$ cat src/rtl/uart_tx.sv
// UART transmitter: start bit, 8 data bits LSB first, optional parity, one stop bit.
// Define UART_TX_PARITY_EN to compile in the parity bit (sense chosen by PARITY_ODD).
module uart_tx #(
  parameter int CLKS_PER_BIT = 5208,
  parameter bit PARITY_ODD   = 1'b0
) (
  input  logic       clk,
  input  logic       rst,
  input  logic       tx_start,
  input  logic [7:0] tx_data_in,
  output logic       tx_data_out,
  output logic       tx_busy,
  output logic       tx_done
);

  localparam int BAUD_W = $clog2(CLKS_PER_BIT);
  localparam logic [BAUD_W-1:0] BAUD_LAST = BAUD_W'(CLKS_PER_BIT - 1);

  typedef enum logic [2:0] {
    IDLE,
    START,
    DATA,
`ifdef UART_TX_PARITY_EN
    PARITY,
`endif
    STOP
  } state_t;

  state_t            state_reg;
  logic [BAUD_W-1:0] baud_reg;
  logic [2:0]        bit_cnt_reg;
  logic [7:0]        shift_reg;
  logic              bit_end;

`ifdef UART_TX_PARITY_EN
  logic              parity_reg;
`else
  // PARITY_ODD has no effect when the parity stage is not built.
  if (PARITY_ODD != 1'b0) begin : g_parity_sense_unused
  end
`endif

  assign bit_end = (baud_reg == BAUD_LAST);

  always_ff @(posedge clk) begin
    if (rst) begin
      state_reg   <= IDLE;
      baud_reg    <= '0;
      bit_cnt_reg <= '0;
      shift_reg   <= '0;
      tx_data_out <= 1'b1;
      tx_busy     <= 1'b0;
      tx_done     <= 1'b0;
`ifdef UART_TX_PARITY_EN
      parity_reg  <= 1'b0;
`endif
    end else begin
      tx_done <= 1'b0;
      case (state_reg)
        IDLE: begin
          baud_reg <= '0;
          if (tx_start) begin
            state_reg   <= START;
            shift_reg   <= tx_data_in;
            tx_data_out <= 1'b0;
            tx_busy     <= 1'b1;
`ifdef UART_TX_PARITY_EN
            parity_reg  <= (^tx_data_in) ^ PARITY_ODD;
`endif
          end
        end

        START: begin
          if (bit_end) begin
            baud_reg    <= '0;
            bit_cnt_reg <= '0;
            state_reg   <= DATA;
            tx_data_out <= shift_reg[0];
          end else begin
            baud_reg <= baud_reg + 1'b1;
          end
        end

        DATA: begin
          if (bit_end) begin
            baud_reg  <= '0;
            shift_reg <= shift_reg >> 1;
            if (bit_cnt_reg == 3'd7) begin
`ifdef UART_TX_PARITY_EN
              state_reg   <= PARITY;
              tx_data_out <= parity_reg;
`else
              state_reg   <= STOP;
              tx_data_out <= 1'b1;
`endif
            end else begin
              bit_cnt_reg <= bit_cnt_reg + 3'd1;
              // Line is registered, so present the bit that becomes shift[0] next.
              tx_data_out <= shift_reg[1];
            end
          end else begin
            baud_reg <= baud_reg + 1'b1;
          end
        end

`ifdef UART_TX_PARITY_EN
        PARITY: begin
          if (bit_end) begin
            baud_reg    <= '0;
            state_reg   <= STOP;
            tx_data_out <= 1'b1;
          end else begin
            baud_reg <= baud_reg + 1'b1;
          end
        end
`endif

        STOP: begin
          if (bit_end) begin
            baud_reg  <= '0;
            state_reg <= IDLE;
            tx_busy   <= 1'b0;
            tx_done   <= 1'b1;
          end else begin
            baud_reg <= baud_reg + 1'b1;
          end
        end

        default: begin
          state_reg   <= IDLE;
          baud_reg    <= '0;
          tx_data_out <= 1'b1;
          tx_busy     <= 1'b0;
        end
      endcase
    end
  end

endmodule

$ cat config.mk
export PLATFORM = sky130hd
export DESIGN_NAME = uart_tx
export DESIGN_NICKNAME = d
export VERILOG_FILES = /design/src/rtl/uart_tx.sv
export SDC_FILE = /design/constraint.sdc
export NUM_CORES = 1
export LEC_CHECK = 0
export CORE_ASPECT_RATIO = 0.9
export CORE_MARGIN = 8
export CORE_UTILIZATION = 58
export DETAILED_ROUTE_END_ITERATION = 16
export PLACE_DENSITY_LB_ADDON = 0.25
export SYNTH_ARGS = -nofsm -noshare
export SYNTH_HDL_FRONTEND = slang
export SYNTH_SLANG_ARGS = --single-unit
$ cat constraint.sdc
create_clock -name clk -period 2.9 [get_ports clk]
set_clock_uncertainty 0.15 [all_clocks]
set_input_delay 0.87 -clock clk [delete_from_list [all_inputs] [get_ports clk]]
set_output_delay 0.87 -clock clk [all_outputs]
set_load 0.01 [all_outputs]
# Word-level counts from Yosys, hierarchy flattened
# Index checks and enable logic that the tools add are counted.
# op_classes
add_sub_neg	2
eq_ne	11
n_mux	21
bitwise_logic	3
n_reduce_logical	12
# ops
op	count
two-way mux 3 bit	7
two-way mux 8 bit	2
one-hot mux 8 bit (2 select lines)	1
adder 13 x 1 -> 13 bit (second input constant)	1
equality test 13 bit (second input constant)	1
inequality test 2 bit (second input constant)	6
one-hot mux 3 bit (4 select lines)	1
AND reduction 4 bit	2
two-way mux 1 bit	7
equality test 3 x 2 -> 1 bit (second input constant)	2
one-hot mux 3 bit (2 select lines)	1
AND reduction 3 bit	2
OR reduction 3 bit	2
AND reduction 5 bit	1
one-hot mux 1 bit (4 select lines)	1
nonzero test 2 bit	2
OR reduction 2 bit	2
adder 3 x 1 -> 3 bit (second input constant)	1
equality test 3 x 1 -> 1 bit (second input constant)	1
equality test 3 bit (second input constant)	1
logical NOT 3 bit	1
NOT 1 bit	3
one-hot mux 1 bit (3 select lines)	1
# word_totals
register_bits	30
word_cells	56

# Logic depth before layout (Yosys ltp)
# depth
depth_word	4
mapped_depth	7
ltp_nobuf	6

# Worst setup path before layout
# OpenSTA, ideal clock, no wires.
# synth_path
path_kind	input to register
from	in tx_start
to	reg shift_reg[1]
arrival_ps	1624
setup_slack_ps	1007
stages	4
path_buffers	0
cell_sequence	nand3b_1 inv_1 a31o_2 o221a_2
# synth_via
elab_chain_cells	2
# synth_lines
item	line	source
start: declaration	9	input logic tx_start,
inequality test 2 bit (no source line)	n/a	
AND reduction 3 bit (no source line)	n/a	
end signal: assignment	64	shift_reg <= tx_data_in;
end signal: assignment	87	shift_reg <= shift_reg >> 1;
end: declaration	32	logic [7:0] shift_reg;
# Every way passes these cells.
# A chain may end at the register's enable or synchronous reset.

# Worst setup path in the final report
# layout_path
from	reg tx_busy
to	out tx_busy
# layout_lines
item	line	source
start: declaration	12	output logic tx_busy,
start signal: assignment	52	tx_busy <= 1'b0;
start signal: assignment	66	tx_busy <= 1'b1;
start signal: assignment	122	tx_busy <= 1'b0;
# No word-level cell between the ends.

==> impl_metrics.csv <==
group,metric,value,unit
sta,setup_viol,0,
logic_synthesis,ys_async_sr_fraction,0,%
worst_setup_path,crit_path_end_kind,"primary output",
route,wirelength,2790,um
power_and_ir_drop,seq_power_share,44.9,%
clocking,cts_max_path_buffers,2,
hold_path,min-delay-start,"baud_reg[0]",
floorplanning,die_height,63.5,um
route,first_pass_iters,4,
logic_synthesis,synth_edf_count,0,
clocking,cts_hold_buffers,0,
layout,fill_cells,183,
run,drv_cap,0,
grt,grt_pass1_wl,5000,um
floorplanning,io_pins,14,
route,ant_nets,0,
sta,max_freq,445,MHz
clocking,cts.clk_slew.worst_paths,0.10,ns
logic_synthesis,synth.top_cell.area_share,40.0,%
floorplanning,start_util,59.9,%
logic_synthesis,syn_nets,176,
layout,final_common_cell,"nor2_1",
sta,fin_crit_sh,77.6,%
place,dpl-instance-area,1590,um^2
sta,worstMarginPinSlew,0.396,ns
worst_setup_path,cp.depth,1,
logic_synthesis,yosysTopAreaCell,"dfxtp_1",
power_and_ir_drop,powerDensity,703,nW/um^2
clocking,clockRootBuffer,"clkbuf_4",
layout,final_layout_size_suffix_gt1_share,12.1,%
clocking,numCtsBuffers,5,
outcome,status,"complete, no violations",
power_and_ir_drop,power.switching,0.000393,W
grt,antenna_found_initial,0,
sta,relSlewSlack,72.9,%
place,port_buffers,13,
worst_setup_path,startpoint_type,"flip-flop",
hold_path,min_path_cells,1,
layout,nets,192,
layout,final-seq-area,581,um^2
logic_synthesis,yosys_warnings,0,
power_and_ir_drop,p_comb_share,34.8,%
worst_setup_path,crit_chain,"clkdlybuf4s50_1",
route,vias,1147,
logic_synthesis,synth_flop_cell,"dfxtp_1",
worst_setup_path,max_stage_delay,0.54,ns
floorplanning,core-area,2420,um^2
clocking,ctsHtreeMaxLevel,2,
floorplanning,die-width,68.7,um
worst_setup_path,reg2reg_from,"baud_reg[0]",
sta,setup-tns-final,0,ns
layout,final_area,1640,um^2
power_and_ir_drop,p_leak,0.591,nW
grt,grt_pass1_vias,1119,
clocking,cts.repair.resized,0,
sta,final_hold_viol_count,0,
power_and_ir_drop,p_int,0.000759,W
layout,syn_to_final_growth,12.8,%
sta,maxSlewViolCount,0,
worst_setup_path,path_buf_inv,1,
clocking,post-cts-setup-buffer-count,0,
grt,grtUsageTotal,14.6,%
floorplanning,die-area,4360,um^2
floorplanning,placementRows,17,
logic_synthesis,synth_cell_types,37,
logic_synthesis,ys_seq_elements,29,
layout,mostFrequentLayoutCells,"36 x nor2_1, 29 x dfxtp_1, 13 x clkdlybuf4s50_1, 9 x inv_1",
layout,num_antenna_cells,0,
hold_path,hold_path.class,"flip-flop to flip-flop",
grt,grt-ovfl-total,0,
worst_setup_path,slowest_stage,"clkdlybuf4s50_1",
sta,grt_setup_unrepaired,"false",
clocking,cts_tree,"yes",
logic_synthesis,synth.cell_area,1450,um^2
route,drtIter0Drc,65,
worst_setup_path,arrival,1.23,ns
worst_setup_path,crit_fanout,2,
power_and_ir_drop,pwr-share-clk,20.3,%
layout,multi_input_area,802,um^2
worst_setup_path,regToRegSetupSlack,0.85,ns
worst_setup_path,path_class,"flip-flop to primary output",
sta,min_period,2.25,ns
power_and_ir_drop,peakVddDrop,0.601,mV
hold_path,min_to,"baud_reg[0]",
worst_setup_path,worst-r2r-cell-count,5,
logic_synthesis,synthCells,157,
logic_synthesis,synthTopCellsByArea,"dfxtp_1 40%, nor2_1 9.3%, ha_1 6.9%",
worst_setup_path,critPathRequiredTime,1.88,ns
route,avgViaCountPerCell,5.68,
layout,final_util,67.5,%
worst_setup_path,critPathTopFamily,"buffers and inverters",
place,hpwl,2020,um
clocking,cts.sinks,29,
route,drc,0,
clocking,insertion_delay,0.33,ns
place,gp_congestion,0.765,
logic_synthesis,avgSynthCellArea,9.24,um^2
worst_setup_path,worstReg2RegEnd,"shift_reg[5]",
grt,grt_max_degree,14,
power_and_ir_drop,p_sw_share,34.1,%
logic_synthesis,seq_area_frac_synth,40.0,%
route,post_drt_wl_per_cell,13.8,um
layout,largest_reg_flops,13,
synth_stat cells, drive strengths merged (3+ instances only):
library cell  count
xnor2             8
nand3             9
nor2b             4
inv               9
nand2b            3
nor2             36
o221a             7
buf               3
nand2             4
ha                8
nor3              3
nor4              3
xor2              3
dfxtp            29
metrics by stage:
stage / setup WS [ns] / power [W] / std cells / hold WS (ns)
floorplan: 1.01 / 0.000827 / 157 / 0.268
global placement: 0.442 / 0.000909 / 194 / 0.279
detailed placement: 0.421 / 0.000926 / 194 / 0.291
CTS: 0.637 / 0.00116 / 202 / 0.305
global route: 0.599 / 0.00124 / 202 / 0.331
finish: 0.651 / 0.00115 / 202 / 0.302
layout make-up:
class / instances / share of cell area (%)
inverters: 9 / 2.06
flip-flops and latches: 29 / 35.4
multi-input cells: 114 / 49.0
well taps: 28 / 2.14
clock buffers: 8 / 2.98
repair buffers: 14 / 8.40
worst register-to-register path: stages, from the launching register on:
cell and delay, ns:
dfxtp_1 0.36, ha_1 0.27, and4b_1 0.28, and3_1 0.35, nand3_2 0.22, o221a_2 0.32
power groups by stage:
| stage | combinational [W] | clock (W) | sequential [W] |
|---|---|---|---|
| global route | 0.000454 | 0.000259 | 0.000526 |
| floorplan | 0.000309 | 0 | 0.000518 |
| detailed placement | 0.000403 | 0 | 0.000523 |
| CTS | 0.000403 | 0.000240 | 0.000516 |
| global placement | 0.000388 | 0 | 0.000521 |
| finish | 0.000401 | 0.000233 | 0.000517 |
cells by family after synthesis:
| logic type | share of synthesized area, % |
|---|---|
| buf+inv | 4.74 |
| compound gates | 12.7 |
| xor+xnor | 6.64 |
| flops | 40.0 |
| simple gates | 26.6 |
| mux | 2.41 |
| fa+ha+maj | 6.90 |
metal layers:
metal	wire, um	vias to the layer above	GRT usage, %
met5	0	-	0
met3	163	7	6.71
met4	41	0	5.26
met2	1270	27	21.7
met1	1310	531	17.9
li1	-	582	-
worst max-delay path by stage:
stage	from	endpoint	slack (ns)
2_1_floorplan	tx_start	shift_reg[1]	1.01
3_3_place_gp	tx_start	shift_reg[1]	0.44
3_5_place_dp	tx_start	shift_reg[4]	0.42
4_1_cts	tx_busy	tx_busy	0.64
5_1_grt	tx_busy	tx_busy	0.60
6_report	tx_busy	tx_busy	0.65
No activity file was read; power rests on OpenSTA's default activity.
